==> src/rtl/systolic_bs_array_if.sv <==
// Job/stream bundle for the bit-serial systolic array: control, beat stream and results.
// A beat transfers on a rising edge where in_valid && in_ready; in_valid may drop at any time (bubble) and in_ready is only high while a job is running.
interface systolic_bs_array_if #(
    parameter int ROWS      = 4,
    parameter int COLS      = 4,
    parameter int ACT_WIDTH = 16,
    parameter int ACC_WIDTH = 32
) ();
    logic                          start;
    logic [3:0]                    precision;
    logic                          in_valid;
    logic                          in_ready;
    logic                          in_last;
    logic [ROWS*ACT_WIDTH-1:0]     act_in;
    logic [COLS-1:0]               w_in;
    logic                          busy;
    logic                          done;
    logic                          err;
    logic [ROWS*COLS*ACC_WIDTH-1:0] acc_out;
    logic [ROWS-1:0]               active_row;
    logic [COLS-1:0]               active_column;
    logic [1:0]                    fsm_state;

    modport master (
        output start, precision, in_valid, in_last, act_in, w_in,
        input  in_ready, busy, done, err, acc_out, active_row, active_column, fsm_state
    );

    modport slave (
        input  start, precision, in_valid, in_last, act_in, w_in,
        output in_ready, busy, done, err, acc_out, active_row, active_column, fsm_state
    );
endinterface

==> src/rtl/systolic_bs_array.sv <==
// Output-stationary bit-serial systolic array: activations flow right, MSB-first weight bits
// and their tags flow down, each PE accumulates a*w by shift-and-add over precision beats.
module systolic_bs_array #(
    parameter int ROWS      = 4,
    parameter int COLS      = 4,
    parameter int ACT_WIDTH = 16,
    parameter int ACC_WIDTH = 32,
    parameter int PREC_MAX  = 8
) (
    input logic                   clk,
    input logic                   rst,
    systolic_bs_array_if.slave    bus
);
    localparam int PW        = ACT_WIDTH + PREC_MAX;
    localparam int DRAIN_LEN = ROWS + COLS;
    localparam int CW        = $clog2(DRAIN_LEN + 1);
    localparam logic [3:0] PREC_MAX_L = 4'(PREC_MAX);

    typedef enum logic [1:0] {S_IDLE, S_RUN, S_DRAIN, S_DONE} state_t;

    state_t          state_q, state_d;
    logic [3:0]      prec_q;
    logic [3:0]      bit_cnt_q;
    logic [CW-1:0]   drain_cnt_q;
    logic            err_q;
    logic            prec_ok, start_ok, start_bad, accept, tag_first, tag_last;

    // Slot (r,c) holds what enters PE(r,c); tags are {b, valid, first, last}.
    logic [ROWS*COLS*ACT_WIDTH-1:0] a_pipe;
    logic [ROWS*COLS*4-1:0]         t_pipe;

    always_comb begin
        prec_ok   = (bus.precision != 4'd0) && (bus.precision <= PREC_MAX_L);
        start_ok  = (state_q == S_IDLE) && bus.start && prec_ok;
        start_bad = (state_q == S_IDLE) && bus.start && !prec_ok;
        accept    = bus.in_valid && (state_q == S_RUN);
        tag_first = (bit_cnt_q == 4'd0);
        tag_last  = (bit_cnt_q == prec_q - 4'd1);
    end

    always_ff @(posedge clk or negedge rst) begin
        if (!rst) begin
            state_q <= S_IDLE;
        end else begin
            state_q <= state_d;
        end
    end

    always_comb begin
        state_d = state_q;
        case (state_q)
            S_IDLE:  if (start_ok) state_d = S_RUN;
            S_RUN:   if (accept && tag_last && bus.in_last) state_d = S_DRAIN;
            S_DRAIN: if (drain_cnt_q == CW'(DRAIN_LEN - 1)) state_d = S_DONE;
            S_DONE:  state_d = S_IDLE;
            default: state_d = S_IDLE;
        endcase
    end

    always_comb begin
        bus.in_ready  = (state_q == S_RUN);
        bus.busy      = (state_q != S_IDLE);
        bus.done      = (state_q == S_DONE);
        bus.fsm_state = state_q;
    end

    assign bus.err = err_q;

    // Drain lasts ROWS+COLS cycles so the far corner PE has absorbed the final beat.
    always_ff @(posedge clk or negedge rst) begin
        if (!rst) begin
            prec_q      <= '0;
            bit_cnt_q   <= '0;
            drain_cnt_q <= '0;
            err_q       <= 1'b0;
        end else begin
            err_q <= start_bad;
            if (start_ok) begin
                prec_q    <= bus.precision;
                bit_cnt_q <= '0;
            end else if (accept) begin
                bit_cnt_q <= tag_last ? 4'd0 : bit_cnt_q + 4'd1;
            end
            drain_cnt_q <= (state_q == S_DRAIN) ? drain_cnt_q + CW'(1) : '0;
        end
    end

    for (genvar r = 0; r < ROWS; r++) begin : g_rskew
        logic signed [ACT_WIDTH-1:0] sr_q [r+1];
        always_ff @(posedge clk or negedge rst) begin
            if (!rst) begin
                for (int i = 0; i <= r; i++) sr_q[i] <= '0;
            end else begin
                sr_q[0] <= bus.act_in[r*ACT_WIDTH +: ACT_WIDTH];
                for (int i = 1; i <= r; i++) sr_q[i] <= sr_q[i-1];
            end
        end
        assign a_pipe[(r*COLS)*ACT_WIDTH +: ACT_WIDTH] = sr_q[r];
    end

    for (genvar c = 0; c < COLS; c++) begin : g_cskew
        logic [3:0] cs_q [c+1];
        always_ff @(posedge clk or negedge rst) begin
            if (!rst) begin
                for (int i = 0; i <= c; i++) cs_q[i] <= '0;
            end else begin
                cs_q[0] <= {bus.w_in[c], accept, accept && tag_first, accept && tag_last};
                for (int i = 1; i <= c; i++) cs_q[i] <= cs_q[i-1];
            end
        end
        assign t_pipe[c*4 +: 4] = cs_q[c];
    end

    for (genvar r = 0; r < ROWS; r++) begin : g_row
        for (genvar c = 0; c < COLS; c++) begin : g_col
            logic signed [ACT_WIDTH-1:0] a_in;
            logic [3:0]                  t_in;
            logic signed [PW-1:0]        a_ext, partial_q, partial_d;
            logic signed [ACC_WIDTH-1:0] acc_q, acc_d;

            assign a_in  = a_pipe[(r*COLS+c)*ACT_WIDTH +: ACT_WIDTH];
            assign t_in  = t_pipe[(r*COLS+c)*4 +: 4];
            assign a_ext = PW'(a_in);

            // MSB carries negative weight, so the first beat seeds the partial with -a.
            always_comb begin
                partial_d = partial_q;
                acc_d     = acc_q;
                if (t_in[2]) begin
                    if (t_in[1]) partial_d = t_in[3] ? -a_ext : '0;
                    else         partial_d = (partial_q <<< 1) + (t_in[3] ? a_ext : '0);
                    if (t_in[0]) acc_d = acc_q + ACC_WIDTH'(partial_d);
                end
            end

            always_ff @(posedge clk or negedge rst) begin
                if (!rst) begin
                    partial_q <= '0;
                    acc_q     <= '0;
                end else if (start_ok) begin
                    partial_q <= '0;
                    acc_q     <= '0;
                end else begin
                    partial_q <= partial_d;
                    acc_q     <= acc_d;
                end
            end

            assign bus.acc_out[(r*COLS+c)*ACC_WIDTH +: ACC_WIDTH] = acc_q;

            if (c == 0) begin : g_act_row
                assign bus.active_row[r] = t_in[2];
            end
            if (r == 0) begin : g_act_col
                assign bus.active_column[c] = t_in[2];
            end

            if (c < COLS - 1) begin : g_fwd_a
                logic signed [ACT_WIDTH-1:0] a_q;
                always_ff @(posedge clk or negedge rst) begin
                    if (!rst) a_q <= '0;
                    else      a_q <= a_in;
                end
                assign a_pipe[(r*COLS+c+1)*ACT_WIDTH +: ACT_WIDTH] = a_q;
            end

            if (r < ROWS - 1) begin : g_fwd_t
                logic [3:0] t_q;
                always_ff @(posedge clk or negedge rst) begin
                    if (!rst) t_q <= '0;
                    else      t_q <= t_in;
                end
                assign t_pipe[((r+1)*COLS+c)*4 +: 4] = t_q;
            end
        end
    end
endmodule
==> src/flat_wrapper.sv <==
// flat-port wrapper written by rule: the top's interface ports become plain ports
module systolic_bs_array_flat 
#(
    parameter int ROWS      = 4,
    parameter int COLS      = 4,
    parameter int ACT_WIDTH = 16,
    parameter int ACC_WIDTH = 32,
    parameter int PREC_MAX  = 8
)
  (clk, rst, bus_start, bus_precision, bus_in_valid, bus_in_last, bus_act_in, bus_w_in, bus_in_ready, bus_busy, bus_done, bus_err, bus_acc_out, bus_active_row, bus_active_column, bus_fsm_state);
  systolic_bs_array_if #(.ROWS(ROWS), .COLS(COLS), .ACT_WIDTH(ACT_WIDTH), .ACC_WIDTH(ACC_WIDTH)) bus_i ();
  input logic clk;
  input logic rst;
  input wire logic [$bits(bus_i.start)-1:0] bus_start;
  input wire logic [$bits(bus_i.precision)-1:0] bus_precision;
  input wire logic [$bits(bus_i.in_valid)-1:0] bus_in_valid;
  input wire logic [$bits(bus_i.in_last)-1:0] bus_in_last;
  input wire logic [$bits(bus_i.act_in)-1:0] bus_act_in;
  input wire logic [$bits(bus_i.w_in)-1:0] bus_w_in;
  output wire logic [$bits(bus_i.in_ready)-1:0] bus_in_ready;
  output wire logic [$bits(bus_i.busy)-1:0] bus_busy;
  output wire logic [$bits(bus_i.done)-1:0] bus_done;
  output wire logic [$bits(bus_i.err)-1:0] bus_err;
  output wire logic [$bits(bus_i.acc_out)-1:0] bus_acc_out;
  output wire logic [$bits(bus_i.active_row)-1:0] bus_active_row;
  output wire logic [$bits(bus_i.active_column)-1:0] bus_active_column;
  output wire logic [$bits(bus_i.fsm_state)-1:0] bus_fsm_state;
  assign bus_i.start = bus_start;
  assign bus_i.precision = bus_precision;
  assign bus_i.in_valid = bus_in_valid;
  assign bus_i.in_last = bus_in_last;
  assign bus_i.act_in = bus_act_in;
  assign bus_i.w_in = bus_w_in;
  assign bus_in_ready = bus_i.in_ready;
  assign bus_busy = bus_i.busy;
  assign bus_done = bus_i.done;
  assign bus_err = bus_i.err;
  assign bus_acc_out = bus_i.acc_out;
  assign bus_active_row = bus_i.active_row;
  assign bus_active_column = bus_i.active_column;
  assign bus_fsm_state = bus_i.fsm_state;
  systolic_bs_array #(.ROWS(ROWS), .COLS(COLS), .ACT_WIDTH(ACT_WIDTH), .ACC_WIDTH(ACC_WIDTH), .PREC_MAX(PREC_MAX)) u_core (.clk(clk), .rst(rst), .bus(bus_i));
endmodule
==> config.mk <==
export PLATFORM = sky130hd
export DESIGN_NAME = systolic_bs_array_flat
export DESIGN_NICKNAME = d
export VERILOG_FILES = /design/src/rtl/systolic_bs_array_if.sv /design/src/rtl/systolic_bs_array.sv /design/src/flat_wrapper.sv
export SDC_FILE = /design/constraint.sdc
export NUM_CORES = 2
export LEC_CHECK = 0
export ABC_AREA = 0
export CORE_MARGIN = 1.5
export CORE_UTILIZATION = 61
export CTS_CLUSTER_DIAMETER = 50
export DETAILED_ROUTE_END_ITERATION = 16
export GPL_TIMING_DRIVEN = 0
export PLACE_DENSITY_LB_ADDON = 0.25
export SLEW_MARGIN = 0
export SYNTH_ARGS = -nofsm -noshare
export SYNTH_HDL_FRONTEND = slang
export SYNTH_SLANG_ARGS = --single-unit
==> constraint.sdc <==
create_clock -name clk -period 8 [get_ports clk]
set_clock_uncertainty 0.15 [all_clocks]
set_input_delay 1.2 -clock clk [delete_from_list [all_inputs] [get_ports clk]]
set_output_delay 1.2 -clock clk [all_outputs]
set_load 0.05 [all_outputs]
# After elaboration in Yosys (flattened, before gate mapping)
# Index checks and enable logic that the tools add are counted.
word_totals:
  reg_bits: 1335
  latch_bits: 0
  mem_bits_rw: 0
  mem_bits_ro: 0
  in_bits: 77
  output_inout_bits: 526
  wordCells: 356
  n_memories: 0
op_classes:
  addsub: 51
  mul: 0
  div_mod_pow: 0
  n_lt_le_gt_ge: 1
  n_eq_ne: 8
  shifts: 0
  muxes: 152
  bitwise: 0
  reduce_logical: 63
ops:
  columns: ["op", "count"]
  rows:
  - ["two-way mux 24 bit", 64]
  - ["two-way mux 32 bit", 48]
  - ["two-way mux 23 bit", 32]
  - ["adder 32 x 24 -> 32 bit", 16]
  - ["adder 24 bit", 16]
  - ["negator 24 bit", 16]
  - ["nonzero test 2 bit", 34]
  - ["AND reduction 2 bit", 16]
  - ["two-way mux 4 bit", 4]
  - ["adder 4 x 1 -> 4 bit (second input constant)", 2]
  - ["logical AND 1 bit", 8]
  - ["one-hot mux 2 bit (4 select lines)", 1]
  - ["two-way mux 2 bit", 3]
  - ["!= test 2 x 1 -> 1 bit (second input constant)", 3]
  - ["equality test 2 bit (second input constant)", 2]
  - ["equality test 4 x 3 -> 1 bit (second input constant)", 1]
  - ["equality test 4 bit", 1]
  - ["less-or-equal comparator 4 bit (second input constant)", 1]
  - ["logical NOT 4 bit", 1]
  - ["nonzero test 4 bit", 1]
  - ["subtractor 4 x 1 -> 4 bit (second input constant)", 1]
  - ["AND reduction 3 bit", 1]
  - ["equality test 2 x 1 -> 1 bit (second input constant)", 1]
  - ["logical NOT 2 bit", 1]
  - ["logical NOT 1 bit", 1]

# Depth between registers and ports, before layout
logic_depth:
  word_depth: 8
  mapped_depth: 27
  ltp_nobuf: 26

# Least setup slack after synthesis
# OpenSTA, ideal clock, no wires.
synth_timing:
  kind: "reg-to-reg"
  from: "reg u_core.g_row[0].g_col[2].g_fwd_t.t_q[3]"
  to: "reg u_core.g_row[1].g_col[2].acc_q[31]"
  setup_ps: 78
  arrival_time_ps: 5512
  required_time_ps: 7772
  path_slack_ps: 2260
  path_stages_with_launch: 27
  period_less_slack_ps: 5740
  cell_sequence: "dfrtp_1 -> clkbuf_1 -> clkbuf_1 -> nand2_1 -> inv_1 -> ha_1 -> a21o_1 -> a21o_1 -> a2111oi_0 -> o21bai_1 -> a211oi_2 -> o221ai_1 -> and3_1 -> nor3_1 -> nor2_1 -> ha_1 -> clkbuf_1 -> a2111oi_0 -> o21ai_0 -> o211ai_1 -> a31o_2 -> a31oi_1 -> or4_1 -> a41oi_1 -> xor2_1 -> or3_1 -> a21oi_1"
synth_between:
  elab_chain_cells: 8
  elab_cells_between_ends: 9
  classes_between: "add/sub: 2; mux: 7"
synth_rtl:
  columns: ["element", "line_no", "text"]
  rows:
  - ["start, declared", "systolic_bs_array.sv:168", "logic [3:0] t_q;"]
  - ["start signal, assigned", "systolic_bs_array.sv:171", "else t_q <= t_in;"]
  - ["two-way mux 24 bit", "systolic_bs_array.sv:131", "else partial_d = (partial_q <<< 1) + (t_in[3] ? a_ext : '0);"]
  - ["adder 24 bit", "systolic_bs_array.sv:131", null]
  - ["two-way mux 24 bit (*)", "systolic_bs_array.sv:130", "if (t_in[1]) partial_d = t_in[3] ? -a_ext : '0;"]
  - ["two-way mux 24 bit (*)", "systolic_bs_array.sv:129", "if (t_in[2]) begin"]
  - ["adder 32 x 24 -> 32 bit (*)", "systolic_bs_array.sv:132", "if (t_in[0]) acc_d = acc_q + ACC_WIDTH'(partial_d);"]
  - ["two-way mux 32 bit (*)", "systolic_bs_array.sv:132", null]
  - ["two-way mux 32 bit (*)", "systolic_bs_array.sv:129", null]
  - ["two-way mux 32 bit (*)", "systolic_bs_array.sv:140", "end else if (start_ok) begin"]
  - ["end signal, assigned", "systolic_bs_array.sv:139", "acc_q <= '0;"]
  - ["end signal, assigned", "systolic_bs_array.sv:142", "acc_q <= '0;"]
  - ["end signal, assigned", "systolic_bs_array.sv:145", "acc_q <= acc_d;"]
  - ["end, declared", "systolic_bs_array.sv:119", "logic signed [ACC_WIDTH-1:0] acc_q, acc_d;"]
# Every way passes the cells marked *; elsewhere a longest branch is shown, timed or not. The select of a mux whose other input is x is not followed.
# A chain may end at the register's enable or synchronous reset.

# Final worst setup path
layout_timing:
  from: "reg u_core.g_cskew[3].cs_q, in the netlist u_core.g_row[0].g_col[3].t_in[1]"
  to: "reg u_core.g_row[0].g_col[3].acc_q[28]"
layout_between:
  elab_chain_cells: 6
layout_rtl:
  columns: ["element", "line_no", "text"]
  rows:
  - ["start, declared", "systolic_bs_array.sv:102", "logic [3:0] cs_q [c+1];"]
  - ["two-way mux 24 bit", "systolic_bs_array.sv:130", null]
  - ["two-way mux 24 bit", "systolic_bs_array.sv:129", null]
  - ["adder 32 x 24 -> 32 bit", "systolic_bs_array.sv:132", null]
  - ["two-way mux 32 bit", "systolic_bs_array.sv:132", null]
  - ["two-way mux 32 bit", "systolic_bs_array.sv:129", null]
  - ["two-way mux 32 bit", "systolic_bs_array.sv:140", null]
  - ["end signal, assigned", "systolic_bs_array.sv:139", null]
  - ["end signal, assigned", "systolic_bs_array.sv:142", null]
  - ["end signal, assigned", "systolic_bs_array.sv:145", null]
  - ["end, declared", "systolic_bs_array.sv:119", null]
# No other way between the ends. The select of a mux whose other input is x is not followed.

==> results.sh <==
export IMPL_ir_worst_vdd_uv=273
export IMPL_ys_seq_area_share_pct=33.4
export IMPL_drt_initial_drc_count=11000
export IMPL_wl_um=376000
export IMPL_crit_top_cell="clkbuf_1"
export IMPL_first_pass_iters=8
export IMPL_hold_viol_final=0
export IMPL_final_core_util_pct=71.4
export IMPL_dp_slack_ns=0.335
export IMPL_ys_ff_latch=1290
export IMPL_leakage_nw=51.6
export IMPL_place_gp_congestion=1.05
export IMPL_final_area_um2=112000
export IMPL_vias=96100
export IMPL_antenna_found_initial=29
export IMPL_status="finished with violations"
export IMPL_worstPathCellList="clkbuf_1, clkbuf_1, clkbuf_1, o22ai_1, ha_1, a21oi_1, o21bai_1, a2111oi_0, o32ai_1, a211oi_1, o21bai_1, a31oi_1, o21ai_0, mux2i_1, a311o_1"
export IMPL_n_fill_cell=12200
export IMPL_violations="max-capacitance violations, max-slew violations"
export IMPL_switching_share_pct=46.1
export IMPL_yosys_warnings=0
export IMPL_tns_ns=0
export IMPL_netlist_top_cells_area="dfrtp_1 33%, ha_1 11%, a21oi_1 5.6%"
export IMPL_maxCapViolations=4
export IMPL_clockBufferDepth=3
export IMPL_max_freq_ghz=0.129
export IMPL_place_area_um2=106000
export IMPL_start_util_pct=61.7
export IMPL_ys_flop_type="dfrtp_1"
export IMPL_final_cells=14500
export IMPL_synth_edff_count=0
export IMPL_ios=603
export IMPL_drive_above_1_share_pct=4.32
export IMPL_fin_crit_ns=7.74
export IMPL_timing_worst_slew_pin_value_ns=1.59
export IMPL_cp_start_kind="flip-flop"
export IMPL_power_switching_mw=16.8
export IMPL_crit_family="compound AO/OA/AOI/OAI gates"
export IMPL_grt_pass1_wl_um=556000
export IMPL_final_cell_mix="1,437 x nand2_1, 1,290 x dfrtp_1, 1,080 x a21oi_1"
export IMPL_synth_distinct_cells=111
export IMPL_final_max_slew_viol_count=33
export IMPL_vias_per_cell=6.65
export IMPL_worstPathMaxFanout=10
export IMPL_rsz0062_at_grt="no"
export IMPL_grt_max_degree=179
export IMPL_syn_area_per_cell_um2=8.46
export IMPL_grt_pass1_vias=91100
export IMPL_h_tree_depth=4
export IMPL_syn_inst=11400
export IMPL_rows=145
export IMPL_post_cts_buffers=0
export IMPL_dp_cells=14100
export IMPL_clk_latency_ns=0.86
export IMPL_crit_arrival_ns=8.34
export IMPL_ys_async_sr_fraction_pct=100
export IMPL_clockPowerShare_pct=23.1
export IMPL_clkTransAtPathRegs_ns=0.06
export IMPL_die_h_um=401
export IMPL_grt_usage_pct=45.1
export IMPL_cts_tree="done"
export IMPL_worst_slack_ns=0.256
export IMPL_syn_nets=12400
export IMPL_hpwl_um=285000
export IMPL_cts_sinks=1290
export IMPL_cpPeakStageDelay_ns=1.09
export IMPL_yosys_area_top_type_share_pct=33.4
export IMPL_root_buffer="clkbuf_16"
export IMPL_drt_antenna_violating_nets=0
export IMPL_worstSetupPathType="reg -> reg"
export IMPL_crit_buf_inv=3
export IMPL_fp_dieW_um=401
export IMPL_seqPwrFrac_pct=24.5
export IMPL_cts_buffers_inserted=177
export IMPL_report_power_total_mw=36.5
export IMPL_grt_overflow_total=0
export IMPL_coreArea_um2=157000
export IMPL_wire_per_inst_um=26.0
export IMPL_cp_slowest_cell="clkbuf_1"
export IMPL_holdCritPathClass="reg -> reg"
export IMPL_die_area_um2=161000
export IMPL_portBuffers=602
export IMPL_yosys_area_top_type="dfrtp_1"
export IMPL_drc_errors=0
export IMPL_setup_viol=0
export IMPL_internal_power_mw=19.7
export IMPL_maxSlewHeadroom_pct=-6.21
export IMPL_whs_ns=0.195
export IMPL_layout_commonest_cell="nand2_1"
export IMPL_endpoint_kind="flip-flop"
export IMPL_syn_to_final_growth_pct=15.9
export IMPL_synth_area_um2=96800
export IMPL_cp_required_ns=8.59
export IMPL_comb_power_share_pct=52.4
export IMPL_period_share_pct=96.8
export IMPL_nets=13200
export IMPL_power_density_nw_per_um2=325
-- cells by family after synthesis --
| family | Yosys count | share of synthesized area (%) |
|---|---|---|
| adders and majority gates | 858 | 11.3 |
| muxes | 207 | 2.16 |
| xor gates and xnor gates | 869 | 7.87 |
| DFF | 1290 | 33.4 |
| and+or+nand+nor | 4021 | 19.5 |
| buffers and inverters | 817 | 3.22 |
| AOI/OAI and AO/OA | 3371 | 22.5 |
-- path summary, 6_finish.rpt --
path / startpoint / end / slack, ns / cells past startpoint
max in group asynchronous: rst / u_core.g_row[0].g_col[3].partial_q[4] / 5.07 / 4
max: u_core.g_row[0].g_col[3].t_in[1] / u_core.g_row[0].g_col[3].acc_q[28] / 0.26 / 15
min: u_core.g_rskew[3].sr_q[55] / u_core.g_rskew[3].sr_q[39] / 0.19 / 0
min reg2reg: u_core.g_rskew[3].sr_q[55] / u_core.g_rskew[3].sr_q[39] / 0.19 / 0
min in group asynchronous: rst / u_core.g_row[3].g_col[2].acc_q[21] / 0.68 / 2
max reg2reg: u_core.g_row[0].g_col[3].t_in[1] / u_core.g_row[0].g_col[3].acc_q[28] / 0.26 / 15
-- synth_stat cells, types with 32 or more instances --
master	number
xnor2_1	524
nand2_1	1437
fa_1	32
or2_2	61
o211a_1	41
nor2_1	961
nor3_1	266
o32ai_1	58
inv_1	320
a211o_1	38
or4_1	43
o211ai_1	70
and3_1	102
xor2_1	345
mux2i_1	195
o2111ai_1	32
o21ai_0	553
nand3_1	248
o22ai_1	154
nand2b_1	150
clkbuf_1	393
nor2b_1	92
ha_1	825
nand4_1	58
a21o_1	334
dfrtp_1	1290
a31oi_1	109
o21ai_1	40
nor4_1	71
o21a_1	186
buf_1	73
or3_1	95
a21oi_1	1080
and2_1	289
a211oi_1	139
o21bai_1	100
o31ai_1	53
-- flip-flops by register name (all words and copies together) (netlist names), 2 cells and up --
| signal | cells |
|---|---|
| u_core.g_row.g_col.g_fwd_a.a_q | 192 |
| u_core.g_rskew.sr_q | 96 |
| u_core.bit_cnt_q | 4 |
| u_core.g_row.g_col.partial_q | 368 |
| u_core.g_row.g_col.g_fwd_t.t_q | 21 |
| u_core.g_row.g_col.a_in | 64 |
| u_core.bus.fsm_state | 2 |
| u_core.g_row.g_col.t_in | 12 |
| u_core.drain_cnt_q | 4 |
| u_core.g_cskew.cs_q | 10 |
| u_core.g_row.g_col.acc_q | 512 |
| u_core.prec_q | 4 |
-- layout make-up --
class                           instances  area, um^2  area share, %
Sequential cell                      1290       32300           28.8
Timing Repair Buffer                  620        6440           5.74
Multi-Input combinational cell       9326       61400           54.8
Clock inverter                        111        1410           1.25
Antenna cell                           17        42.5         0.0380
Tap cell                             2058        2570           2.30
Clock buffer                          217        4820           4.30
Inverter                              331        1240           1.11
Buffer                                486        1910           1.71
-- power by group through the flow --
stage / Clock [mW] / Sequential, mW / Combinational, mW
2_1_floorplan: 0 / 9.46 / 12.6
3_3_place_gp: 0 / 8.98 / 17.9
3_5_place_dp: 0 / 8.94 / 18.4
4_1_cts: 8.45 / 8.85 / 18.6
5_1_grt: 8.72 / 9.00 / 20.5
6_report: 8.44 / 8.93 / 19.1
-- metal layers --
| metal | part of all wire [%] | up-vias | track usage (%) |
|---|---|---|---|
| met5 | 0.027 | - | 0 |
| met4 | 8.6 | 16 | 34.6 |
| met3 | 11 | 1434 | 12.0 |
| met2 | 42 | 5644 | 66.1 |
| met1 | 38 | 46100 | 56.6 |
| li1 | - | 42900 | - |
-- what timing repair did --
item / CTS / global route
hold buffers: 1 / 0
resized for setup: 0 / 5
setup endpoints to repair: 0 / 3
hold endpoints to repair: 13 / 0
Note: power is estimated with default switching activity, not from simulation.
